**config.mk**
```make
export PLATFORM = sky130hd
export DESIGN_NAME = quad_add_sequencer
export DESIGN_NICKNAME = d
export VERILOG_FILES = /design/src/rtl/quad_add_sequencer.sv
export SDC_FILE = /design/constraint.sdc
export NUM_CORES = 2
export LEC_CHECK = 0
export CORE_AREA = 5 5 512 514
export CTS_CLUSTER_DIAMETER = 100
export DETAILED_ROUTE_END_ITERATION = 8
export DIE_AREA = 0 0 517 519
export HOLD_SLACK_MARGIN = 0.12
export PLACE_DENSITY_LB_ADDON = 0.2
export SKIP_CTS_REPAIR_TIMING = 1
export SLEW_MARGIN = 20
export SYNTH_ARGS = -nofsm -noshare
export SYNTH_HDL_FRONTEND = slang
export SYNTH_SLANG_ARGS = --single-unit
```
**constraint.sdc**
```tcl
create_clock -name clock -period 7.1 [get_ports clock]
set_clock_uncertainty 0.15 [all_clocks]
set_input_delay 1.42 -clock clock [delete_from_list [all_inputs] [get_ports clock]]
set_output_delay 1.42 -clock clock [all_outputs]
set_load 0.02 [all_outputs]
```
**src/rtl/quad_add_sequencer.sv**
```systemverilog
// Four-input AXI-Stream lane-wise adder: collects one beat per enabled lane, then emits their per-sample sum.
// Optional collect-phase timeout is enabled by defining QUAD_ADD_SEQ_TIMEOUT_EN.
module quad_add_sequencer #(
    parameter int SDATA_WIDTH    = 256,
    parameter int SSAMPLE_WIDTH  = 16,
    parameter int TIMEOUT_CYCLES = 64
) (
    input  logic                   clock,
    input  logic                   resetn,
    input  logic [SDATA_WIDTH-1:0] s00_axis_tdata,
    input  logic                   s00_axis_tvalid,
    output logic                   s00_axis_tready,
    input  logic                   s00_axis_tlast,
    input  logic [SDATA_WIDTH-1:0] s01_axis_tdata,
    input  logic                   s01_axis_tvalid,
    output logic                   s01_axis_tready,
    input  logic                   s01_axis_tlast,
    input  logic [SDATA_WIDTH-1:0] s20_axis_tdata,
    input  logic                   s20_axis_tvalid,
    output logic                   s20_axis_tready,
    input  logic                   s20_axis_tlast,
    input  logic [SDATA_WIDTH-1:0] s21_axis_tdata,
    input  logic                   s21_axis_tvalid,
    output logic                   s21_axis_tready,
    input  logic                   s21_axis_tlast,
    input  logic [3:0]             lane_enable,
    output logic [SDATA_WIDTH-1:0] m_axis_tdata,
    output logic                   m_axis_tvalid,
    input  logic                   m_axis_tready,
    output logic                   m_axis_tlast,
    output logic [3:0]             m_axis_tuser,
    output logic                   timeout_flag
);
    localparam int NSAMP = SDATA_WIDTH / SSAMPLE_WIDTH;

    if ((SDATA_WIDTH % SSAMPLE_WIDTH) != 0 || TIMEOUT_CYCLES < 1 || TIMEOUT_CYCLES > 65535) begin : g_param_check
        $error("quad_add_sequencer: illegal parameter combination");
    end

    typedef enum logic [1:0] {IDLE = 2'd0, COLLECT = 2'd1, EMIT = 2'd2} state_t;

    state_t                 state_r, state_s;
    logic [3:0]             active_r, captured_r, hold_last_r;
    logic [SDATA_WIDTH-1:0] hold_r [4];
    logic [SDATA_WIDTH-1:0] in_data_s [4];
    logic [SDATA_WIDTH-1:0] lane_val_s [4];
    logic [3:0]             valid_s, last_in_s, last_val_s, ready_s, hs_s, cap_next_s;
    logic                   done_s, timeout_s;
    logic [SDATA_WIDTH-1:0] out_data_r;
    logic                   out_last_r;
    logic [3:0]             out_user_r;

    // Per-sample modular sum of the masked lanes; samples never carry into each other.
    function automatic logic [SDATA_WIDTH-1:0] lane_sum(
        input logic [SDATA_WIDTH-1:0] v0, v1, v2, v3,
        input logic [3:0]             m
    );
        logic [SSAMPLE_WIDTH-1:0] acc;
        lane_sum = '0;
        for (int i = 0; i < NSAMP; i++) begin
            acc = (v0[i*SSAMPLE_WIDTH +: SSAMPLE_WIDTH] & {SSAMPLE_WIDTH{m[0]}})
                + (v1[i*SSAMPLE_WIDTH +: SSAMPLE_WIDTH] & {SSAMPLE_WIDTH{m[1]}})
                + (v2[i*SSAMPLE_WIDTH +: SSAMPLE_WIDTH] & {SSAMPLE_WIDTH{m[2]}})
                + (v3[i*SSAMPLE_WIDTH +: SSAMPLE_WIDTH] & {SSAMPLE_WIDTH{m[3]}});
            lane_sum[i*SSAMPLE_WIDTH +: SSAMPLE_WIDTH] = acc;
        end
    endfunction

    assign in_data_s[0] = s00_axis_tdata;
    assign in_data_s[1] = s01_axis_tdata;
    assign in_data_s[2] = s20_axis_tdata;
    assign in_data_s[3] = s21_axis_tdata;
    assign valid_s      = {s21_axis_tvalid, s20_axis_tvalid, s01_axis_tvalid, s00_axis_tvalid};
    assign last_in_s    = {s21_axis_tlast, s20_axis_tlast, s01_axis_tlast, s00_axis_tlast};

    // Lane accept and completion, derived from registered state only.
    always_comb begin
        ready_s = 4'b0000;
        if (state_r == COLLECT) begin
            ready_s = active_r & ~captured_r;
        end else begin
            ready_s = 4'b0000;
        end
        hs_s       = ready_s & valid_s;
        cap_next_s = captured_r | hs_s;
        done_s     = (state_r == COLLECT) && (cap_next_s == active_r);
    end

    // Value each lane contributes if the frame closes this cycle.
    always_comb begin
        last_val_s = 4'b0000;
        for (int k = 0; k < 4; k++) begin
            lane_val_s[k] = '0;
            if (hs_s[k]) begin
                lane_val_s[k] = in_data_s[k];
                last_val_s[k] = last_in_s[k];
            end else begin
                lane_val_s[k] = hold_r[k];
                last_val_s[k] = hold_last_r[k];
            end
        end
    end

    assign s00_axis_tready = ready_s[0];
    assign s01_axis_tready = ready_s[1];
    assign s20_axis_tready = ready_s[2];
    assign s21_axis_tready = ready_s[3];

`ifdef QUAD_ADD_SEQ_TIMEOUT_EN
    logic [15:0] cnt_r;
    logic        timeout_flag_r;

    assign timeout_s = (state_r == COLLECT) && (cnt_r == 16'(TIMEOUT_CYCLES - 1));

    // Collect-phase cycle counter, restarted on every COLLECT entry.
    always_ff @(posedge clock or negedge resetn) begin
        if (!resetn) begin
            cnt_r <= 16'd0;
        end else if (state_r == COLLECT) begin
            cnt_r <= cnt_r + 16'd1;
        end else begin
            cnt_r <= 16'd0;
        end
    end

    // Sticky flag: only a timeout that actually truncates the frame sets it.
    always_ff @(posedge clock or negedge resetn) begin
        if (!resetn) begin
            timeout_flag_r <= 1'b0;
        end else if (timeout_s && !done_s) begin
            timeout_flag_r <= 1'b1;
        end else begin
            timeout_flag_r <= timeout_flag_r;
        end
    end

    assign timeout_flag = timeout_flag_r;
`else
    assign timeout_s    = 1'b0;
    assign timeout_flag = 1'b0;
`endif

    // State register.
    always_ff @(posedge clock or negedge resetn) begin
        if (!resetn) begin
            state_r <= IDLE;
        end else begin
            state_r <= state_s;
        end
    end

    // Next-state logic.
    always_comb begin
        state_s = state_r;
        case (state_r)
            IDLE: begin
                if (lane_enable != 4'b0000) state_s = COLLECT;
                else                        state_s = IDLE;
            end
            COLLECT: begin
                if (done_s || timeout_s) state_s = EMIT;
                else                     state_s = COLLECT;
            end
            EMIT: begin
                if (m_axis_tready) state_s = IDLE;
                else               state_s = EMIT;
            end
            default: state_s = IDLE;
        endcase
    end

    // Lane mask latch (IDLE only) plus capture bookkeeping and holding registers.
    always_ff @(posedge clock or negedge resetn) begin
        if (!resetn) begin
            active_r    <= 4'b0000;
            captured_r  <= 4'b0000;
            hold_last_r <= 4'b0000;
            for (int k = 0; k < 4; k++) hold_r[k] <= '0;
        end else begin
            case (state_r)
                IDLE: begin
                    active_r   <= lane_enable;
                    captured_r <= 4'b0000;
                end
                COLLECT: begin
                    captured_r <= cap_next_s;
                    for (int k = 0; k < 4; k++) begin
                        if (hs_s[k]) begin
                            hold_r[k]      <= in_data_s[k];
                            hold_last_r[k] <= last_in_s[k];
                        end
                    end
                end
                EMIT: begin
                    if (m_axis_tready) captured_r <= 4'b0000;
                end
                default: captured_r <= 4'b0000;
            endcase
        end
    end

    // Output beat: loaded as the frame closes, held through back-pressure, zeroed after transfer.
    always_ff @(posedge clock or negedge resetn) begin
        if (!resetn) begin
            out_data_r <= '0;
            out_last_r <= 1'b0;
            out_user_r <= 4'b0000;
        end else if (state_r == COLLECT && (done_s || timeout_s)) begin
            out_data_r <= lane_sum(lane_val_s[0], lane_val_s[1], lane_val_s[2], lane_val_s[3], cap_next_s);
            out_last_r <= |(cap_next_s & last_val_s);
            out_user_r <= cap_next_s;
        end else if (state_r == EMIT && m_axis_tready) begin
            out_data_r <= '0;
            out_last_r <= 1'b0;
            out_user_r <= 4'b0000;
        end else begin
            out_data_r <= out_data_r;
            out_last_r <= out_last_r;
            out_user_r <= out_user_r;
        end
    end

    assign m_axis_tvalid = (state_r == EMIT);
    assign m_axis_tdata  = out_data_r;
    assign m_axis_tlast  = out_last_r;
    assign m_axis_tuser  = out_user_r;
endmodule

```
Word-level counts from Yosys, hierarchy flattened --
Cells that the tools add are included.
Storage, ports and cells: input bits 1039, output and inout port bits 267, logic and storage cells 160, register bits after elaboration 1299
Operators by class: reductions and logical operators 7, equality and inequality tests 4, add/sub/neg operators 48, bitwise operators 69, muxes and demuxes 21
Operators with widths (count):
- $mux W256 | 6
- $and A16 B16 Y16 | 64
- $add A16 B16 Y16 | 48
- $mux W4 | 4
- $and A4 B4 Y4 | 3
- $pmux W4 S2 | 1
- $mux W1 | 7
- $pmux W2 S3 | 1
- $eq A4 B4 Y1 | 1
- $mux W2 | 2
- $not A4 Y4 | 1
- $or A4 B4 Y4 | 1
- $reduce_bool A4 Y1 | 1
- $reduce_or A4 Y1 | 1
- $logic_and A1 B1 Y1 | 3
- $eq A2 B1 Y1 const B | 1
- $eq A2 B2 Y1 const B | 1
- $logic_not A2 Y1 | 1
- $ne A2 B1 Y1 const B | 1
- $reduce_bool A2 Y1 | 1

Logic depth before layout (Yosys ltp) --
word-level depth 10, depth in mapped cells 23, depth with buffers taken out 18

Worst setup path after synthesis --
OpenSTA, ideal clock, no wires.
path kind input to register, start point in s00_axis_tvalid, end point reg out_data_r[14] (netlist: m_axis_tdata[14]), stages 20, slack 1.179 ns, setup time 0.069 ns, arrival 5.703 ns, cell sequence and3b_1 > buf_2 > and2_1 > buf_2 > nor2_1 > clkbuf_1 > clkbuf_1 > a21oi_1 > fa_1 > inv_1 > fa_1 > inv_1 > ha_1 > a21o_1 > a21oi_1 > o211a_1 > a211oi_1 > a31oi_1 > or4_1 > nand3_1
Between the ends: cells in the longest elaborated chain, start to end 7, elaborated cells between the ends (all ways) 12, those cells by class add/sub (3); eq/ne (1); mux (2); bitwise (3); reduce/logical (3)
Ends and longest elaborated chain:
- from (decl) | line 11 | input logic s00_axis_tvalid,
- $and A4 B4 Y4 * | line 84 | hs_s = ready_s & valid_s;
- $mux W256 or $or A4 B4 Y4 (tied branches)
- $and A16 B16 Y16 | line 61 | acc = (v0[i*SSAMPLE_WIDTH +: SSAMPLE_WIDTH] & {SSAMPLE_WIDTH{m[0]}})
- $add A16 B16 Y16 | line 62 | + (v1[i*SSAMPLE_WIDTH +: SSAMPLE_WIDTH] & {SSAMPLE_WIDTH{m[1]}})
- $add A16 B16 Y16 | line 63 | + (v2[i*SSAMPLE_WIDTH +: SSAMPLE_WIDTH] & {SSAMPLE_WIDTH{m[2]}})
- $add A16 B16 Y16 | line 64 | + (v3[i*SSAMPLE_WIDTH +: SSAMPLE_WIDTH] & {SSAMPLE_WIDTH{m[3]}});
- $mux W256 | line 208 | end else if (state_r == COLLECT && (done_s || timeout_s)) begin
- to (signal assigned) | line 209 | out_data_r <= lane_sum(lane_val_s[0], lane_val_s[1], lane_val_s[2], lane_val_s[3], cap_next_s);
- to (signal assigned) | line 217 | out_data_r <= out_data_r;
- to (decl) | line 49 | logic [SDATA_WIDTH-1:0] out_data_r;
Mark *: on every way between the ends. The rest lies on a longest branch, timed or not. A chain may end at the register's enable or synchronous reset.

Final worst setup path --
start point in s20_axis_tvalid, end point reg out_data_r[14] (netlist: m_axis_tdata[14])
Between the ends: cells in the longest elaborated chain, start to end 6, elaborated cells between the ends (all ways) 11, those cells by class add/sub (2); eq/ne (1); mux (2); bitwise (3); reduce/logical (3)
Ends and longest elaborated chain:
- from (decl) | line 19 | input logic s20_axis_tvalid,
- $and A4 B4 Y4 * | line 84
- $mux W256 or $or A4 B4 Y4 (tied branches)
- $and A16 B16 Y16 or $eq A4 B4 Y1 (tied branches) | line 63, 86
- $add A16 B16 Y16 or $logic_and A1 B1 Y1 (tied branches) | line 63, 86
- $add A16 B16 Y16 or $logic_and A1 B1 Y1 (tied branches) | line 64, 208
- $mux W256 or $reduce_bool A2 Y1 (tied branches)
Marked as above.

==> metrics <==
status complete, no violations; worst-margin pin slew 1.073 ns; Comb pwr share 59.8%; clock buffer depth 3; share of cells above drive strength 1 4.757%; Routed Antenna Nets 0; Die H 519 µm; largest area contributor in the netlist dfrtp_1; Port Buffers 1,304; setup ws final 1.215 ns; Post-Place Cell Area 93,920 µm²; GRT overflow 0; insertion delay to the later sink of the worst-skew pair 0.83 ns; Max Clock Freq 169.9 MHz; switching share of power 48.27%; final worst path period share 82.89%; Setup TNS 0 ns; CTS buffer count 163; P&R area growth vs syn 30.64%; RSZ-0062 raised after global routing false; synth top area cells dfrtp_1, nand2_1, fa_1; Lkg Pwr 48.98 nW; syn avg cell area 8.448 µm²; Final Hold Viols 0; clk sink count 1,299; die footprint 268,300 µm²; Primary FF master, synth dfrtp_1; maxcap violations 0; final setup fails 0; slowest CP cell a211oi_1; crit-path max FO 38; Largest delay share family, worst path compound AO/OA/AOI/OAI gates; clk slew on worst S/H paths 0.06 ns; via count 67,930; DRC 0; commonest non-fill, non-tap cell in the layout nand2_1; post-synthesis cell count 9,040; Syn. warnings 0; PD cells 522.6 nW/µm²; antenna violations before repair 174; Flop pwr share 23.3%; Int Pwr 0.02697 W; RePlAce Congestion 0.9327; Netlist Area Pre-Place 76,370 µm²; Post-Syn Nets 10,800; Worst Hold Class reg -> reg; post-synth top area share 42.56%; Hold Slack 0.3160 ns; critical path endpoint category flop; total power 0.05214 W; #FFs+latches synth 1,299; H-tree depth 4; Routed wire per std cell 26.62 µm; vias in the first global route 69,320; sequential area share after synthesis 42.56%; core region area 256,500 µm²; Final Cell Area 99,770 µm²; share of flip-flops with an asynchronous set or reset 100.0%; FP Rows 186; CTS tree yes; Clk network pwr share 17.0%; worst path cell trace clkdlybuf4s50_1 -> buf_4 -> and2_4 -> nor2_4 -> buf_4 -> buf_12 -> a21oi_1 -> fa_1 -> inv_1 -> fa_1 -> inv_1 -> ha_1 -> a21o_1 -> a21oi_1 -> o211a_1 -> a211oi_1 -> a31oi_1 -> or4_1 -> nand3_1; DR vias/cell 4.897; first-pass GRT wire length 520,300 µm; Synth cell types 57; Pre-antenna DRT Iters 7; Peak VDD IR 0.3489 mV; GRT Total Usage 26.95%; critical path arrival 6.47 ns; Post-synth EDFFs 0; Nets 12,020; drt initial violations 5,818; min Tclk post-route 5.885 ns; effective utilization at floorplan 29.78%; max_slew headroom 28.46%; I/O pin cnt 1,306; Slew Limit Fails 0; pin count of the biggest net entering global routing 159; slowest cell delay on critical path 0.65 ns; most frequent cells in the layout nand2_1, clkdlybuf4s50_1, dfrtp_1, inv_1, a21oi_1; Routed WL 369,300 µm; root buffer cell clkbuf_16; worst path required time 7.69 ns; Die Wd 517 µm; WS Path Type in -> reg; DP Worst Slack 0.4453 ns; Startpoint Class input port; Psw 0.02517 W; CP bufs+invs 6; Detailed Place HPWL 288,700 µm
cell type report:
| cell class | count | area (µm²) |
|---|---|---|
| antenna | 103 | 257.7 |
| inverter | 960 | 3603 |
| tap | 3384 | 4234 |
| clock buffer | 239 | 4852 |
| fill | 26190 | 156700 |
| clock inverter | 53 | 734.5 |
| multi-input combinational | 6342 | 38460 |
| sequential | 1299 | 32510 |
| timing repair buffer | 1492 | 15120 |
worst paths after layout:
| check | to | slack (ns) | startpoint | depth (start not counted) |
|---|---|---|---|---|
| worst max-delay path | m_axis_tdata[14]$_DFFE_PN0P_ | 1.21 | s20_axis_tvalid | 19 |
| worst min-delay path | hold_r[301]$_DFFE_PN0P_ | 0.32 | hold_r[301]$_DFFE_PN0P_ | 2 |
| worst max register to register | m_axis_tdata[159]$_DFFE_PN0P_ | 1.29 | state_r[0]$_DFF_PN0_ | 20 |
| worst min register to register | hold_r[301]$_DFFE_PN0P_ | 0.32 | hold_r[301]$_DFFE_PN0P_ | 2 |
| max in group asynchronous | m_axis_tdata[200]$_DFFE_PN0P_ | 4.70 | resetn | 2 |
| min in group asynchronous | hold_r[11]$_DFFE_PN0P_ | 0.38 | resetn | 1 |
kinds of logic (layout without fill, tap and decap cells):
group	count (synthesis)	in the layout	share of synthesized area [%]
adder cells (fa/ha/maj)	720	720	16.51
XOR/XNOR	254	254	2.931
AND/OR/NAND/NOR	3971	3971	20.56
flip-flops	1299	1299	42.56
other	1	104	0.004910
multiplexers	21	21	0.3080
buffers and inverters	1399	2744	7.225
AO/OA/AOI/OAI	1375	1375	9.893
stage by stage:
| step | utilization, % | instances |
|---|---|---|
| 2_1_floorplan | - | 9040 |
| 3_3_place_gp | 36.62 | 13480 |
| 3_5_place_dp | 36.62 | 13480 |
| 4_1_cts | 38.80 | 13770 |
| 5_1_grt | 38.86 | 13830 |
| 6_report | 38.90 | 13870 |
state kept, by name, indices dropped and copies added (netlist names):
name / cells
hold_r: 1024
m_axis_tdata: 256
active_r: 4
captured_r: 4
hold_last_r: 4
m_axis_tuser: 4
state_r: 2
m_axis_tlast: 1
worst register-to-register path, delay by kind of cell, from the launching register on:
family | cells | cell delay, ns
adders and majority gates | 4 | 1.46
and+or+nand+nor | 4 | 1.25
AOI/OAI and AO/OA | 6 | 1.14
buffers and inverters | 5 | 0.88
DFF | 1 | 0.65
xor gates and xnor gates | 1 | 0.15
cells in the mapped netlist (2+ instances only):
library cell and n:
a211oi_1 30, a21o_1 36, a21oi_1 833, a22oi_1 4, a31oi_1 59, a32o_1 15
a32oi_1 30, and2_1 5, and3_1 2, and4bb_2 3, buf_1 51, buf_2 162
buf_4 3, buf_6 7, clkbuf_1 216, dfrtp_1 1299, fa_1 480, ha_1 240
inv_1 960, mux2_2 20, nand2_1 3501, nand2b_1 24, nand3_1 276, nand3b_1 2
nor2_1 44, nor2_2 2, nor2b_1 38, nor3_1 19, nor3b_1 28, nor4_1 2
o211a_1 15, o21a_1 34, o21ai_0 284, o21ai_1 7, o21bai_1 2, o31ai_1 21
or4_1 15, xnor2_1 139, xor2_1 114
metal layers:
metal / up-vias / global-route usage [%] / share of wire [%]
li1: 30920 / - / -
met1: 34030 / 36.18 / 43
met2: 2399 / 42.45 / 46
met3: 520 / 5.985 / 7.2
met4: 62 / 10.27 / 3.7
met5: - / 0 / 0.10
power by group through the flow:
stage | registers [W] | logic [W] | clock network, W
floorplan | 0.0123 | 0.0194 | 0
global placement | 0.0122 | 0.0311 | 0
detailed placement | 0.0122 | 0.0313 | 0
CTS | 0.0121 | 0.0315 | 0.00901
global route | 0.0124 | 0.0349 | 0.00931
finish | 0.0121 | 0.0312 | 0.00885
No activity file was read; power rests on OpenSTA's default activity.
==> RTL edit (same settings) <==
Add a define of `QUAD_ADD_SEQ_TIMEOUT_EN`.
--- a/src/rtl/quad_add_sequencer.sv
+++ b/src/rtl/quad_add_sequencer.sv
@@ -1,4 +1,6 @@
 // Four-input AXI-Stream lane-wise adder: collects one beat per enabled lane, then emits their per-sample sum.
 // Optional collect-phase timeout is enabled by defining QUAD_ADD_SEQ_TIMEOUT_EN.
+`define QUAD_ADD_SEQ_TIMEOUT_EN
+
 module quad_add_sequencer #(
     parameter int SDATA_WIDTH    = 256,
Check against the original RTL: not settled (the Yosys comparison gave no result); the edit may change what the design does.
==> RTL edit against the unedited design <==
- setup slack got worse by 0.27 ns
- highest routed layer unchanged
- routed wire length decreased by 1.6%
- power decreased by 4.1%
- synthesized area increased by 1.3%
- sequential share of layout area increased by 0.064 points
- critical path depth increased by 1
- synthesized cell count decreased by 0.59%
- global-route usage decreased by 0.47 points
- sequential cell count increased by 17
- cell area increased by 1.1%
==> RTL edit: results (changes against the unedited design) <==
Status - finished, final reports clean (unchanged)
Layout Nets - 11,986 (was 12,017)
Layout cells sized above 1 - 0.0502 (was 0.0476)
Yosys cell types - 67 (was 57)
CP max stage cell - clkdlybuf4s50_1 (was a211oi_1)
Critical path arrival - 6.69 ns (was 6.47 ns)
Register area share after synthesis - 0.426 (about the same)
Worst vdd ir - 0.000521 V (was 0.000349 V)
Post-Layout Cell Count - 13,795 (was 13,872)
Top cells by count, synth - 3,555 x nand2_1, 1,316 x dfrtp_1, 951 x inv_1, 602 x a21oi_1, 480 x fa_1 (was 3,501 x nand2_1, 1,299 x dfrtp_1, 960 x inv_1, 833 x a21oi_1, 480 x fa_1)
Cell Area, Placed - 95,100 um^2 (was 93,900 um^2)
Slew headroom - 0.349 (was 0.285)
R2R setup slack - 1.15 ns (was 1.29 ns)
First-pass GRT wire length - 513 mm (was 520 mm)
Max incr delay on CP - 0.70 ns (was 0.65 ns)
CTS Buf Count - 164 (was 163)
Sw frac - 0.468 (was 0.483)
Cells after synthesis - 8,987 (was 9,040)
Leak - 50.1 nW (was 49.0 nW)
Hold path start - hold_r[775] (was hold_r[301])
Largest net degree at the start of global routing - 150 (was 159)
Vias in the first global route - 68,773 (was 69,323)
WHS - 0.313 ns (was 0.316 ns)
Worst-path fanout max - 56 (was 38)
Final period util - 0.866 (was 0.829)
Port Buffers - 1,305 (was 1,304)
Routed vias/inst - 4.88 (was 4.90)
## RTL edit: changes by cell type after synthesis, sizes merged, moves of 19 or more
cell	unedited run	this run
a211oi	30	1
a21oi	833	603
a22o	0	68
a31oi	59	23
a32oi	30	49
and2	6	241
clkbuf	216	196
nand2	3502	3557
nand2b	24	60
nand3	276	9
nor3b	28	0
or3	1	33
## RTL edit: logic make-up (layout without fill, tap and decap cells)
group,count (synthesis),count (layout),share of synthesized area
and+or+nand+nor,4082,4082,0.214
buffers and inverters,1365,2734,0.0698
DFF,1316,1316,0.426
AOI/OAI and AO/OA,1233,1233,0.0959
adders and majority gates,721,721,0.163
xor gates and xnor gates,248,248,0.0281
muxes,22,22,0.00317
other,0,55,0
## RTL edit: cell type report
cell class                      instances  area [um^2]
Tap cell                             3384         4230
Sequential cell                      1316        32900
Timing Repair Buffer                 1487        15200
Fill cell                           26093       156000
Multi-Input combinational cell       6306        39100
Clock inverter                         47          689
Inverter                              951         3570
Clock buffer                          249         4980
Antenna cell                           55          138
## RTL edit: worst paths after layout
check                                         to  depth (start not counted)
worst max-delay path            m_axis_tdata[47]                         20
worst min-delay path                 hold_r[775]                          2
worst max register to register  m_axis_tdata[47]                         20
worst min register to register       hold_r[775]                          2
max in group asynchronous            hold_r[127]                          3
min in group asynchronous            hold_r[428]                          1
## RTL edit: tightest hold or removal path, delay by kind of cell, from the launching register on
family | cells | cell delay [ns]
flip-flops | 1 | 0.31
AND/OR/NAND/NOR | 2 | 0.11
## RTL edit: routing by layer
layer	vias up	global-route usage	share of wire
met5	-	0	0.0010
met4	62	0.0990	0.039
met3	542	0.0562	0.073
met2	2568	0.421	0.46
met1	33558	0.354	0.43
li1	30620	-	-
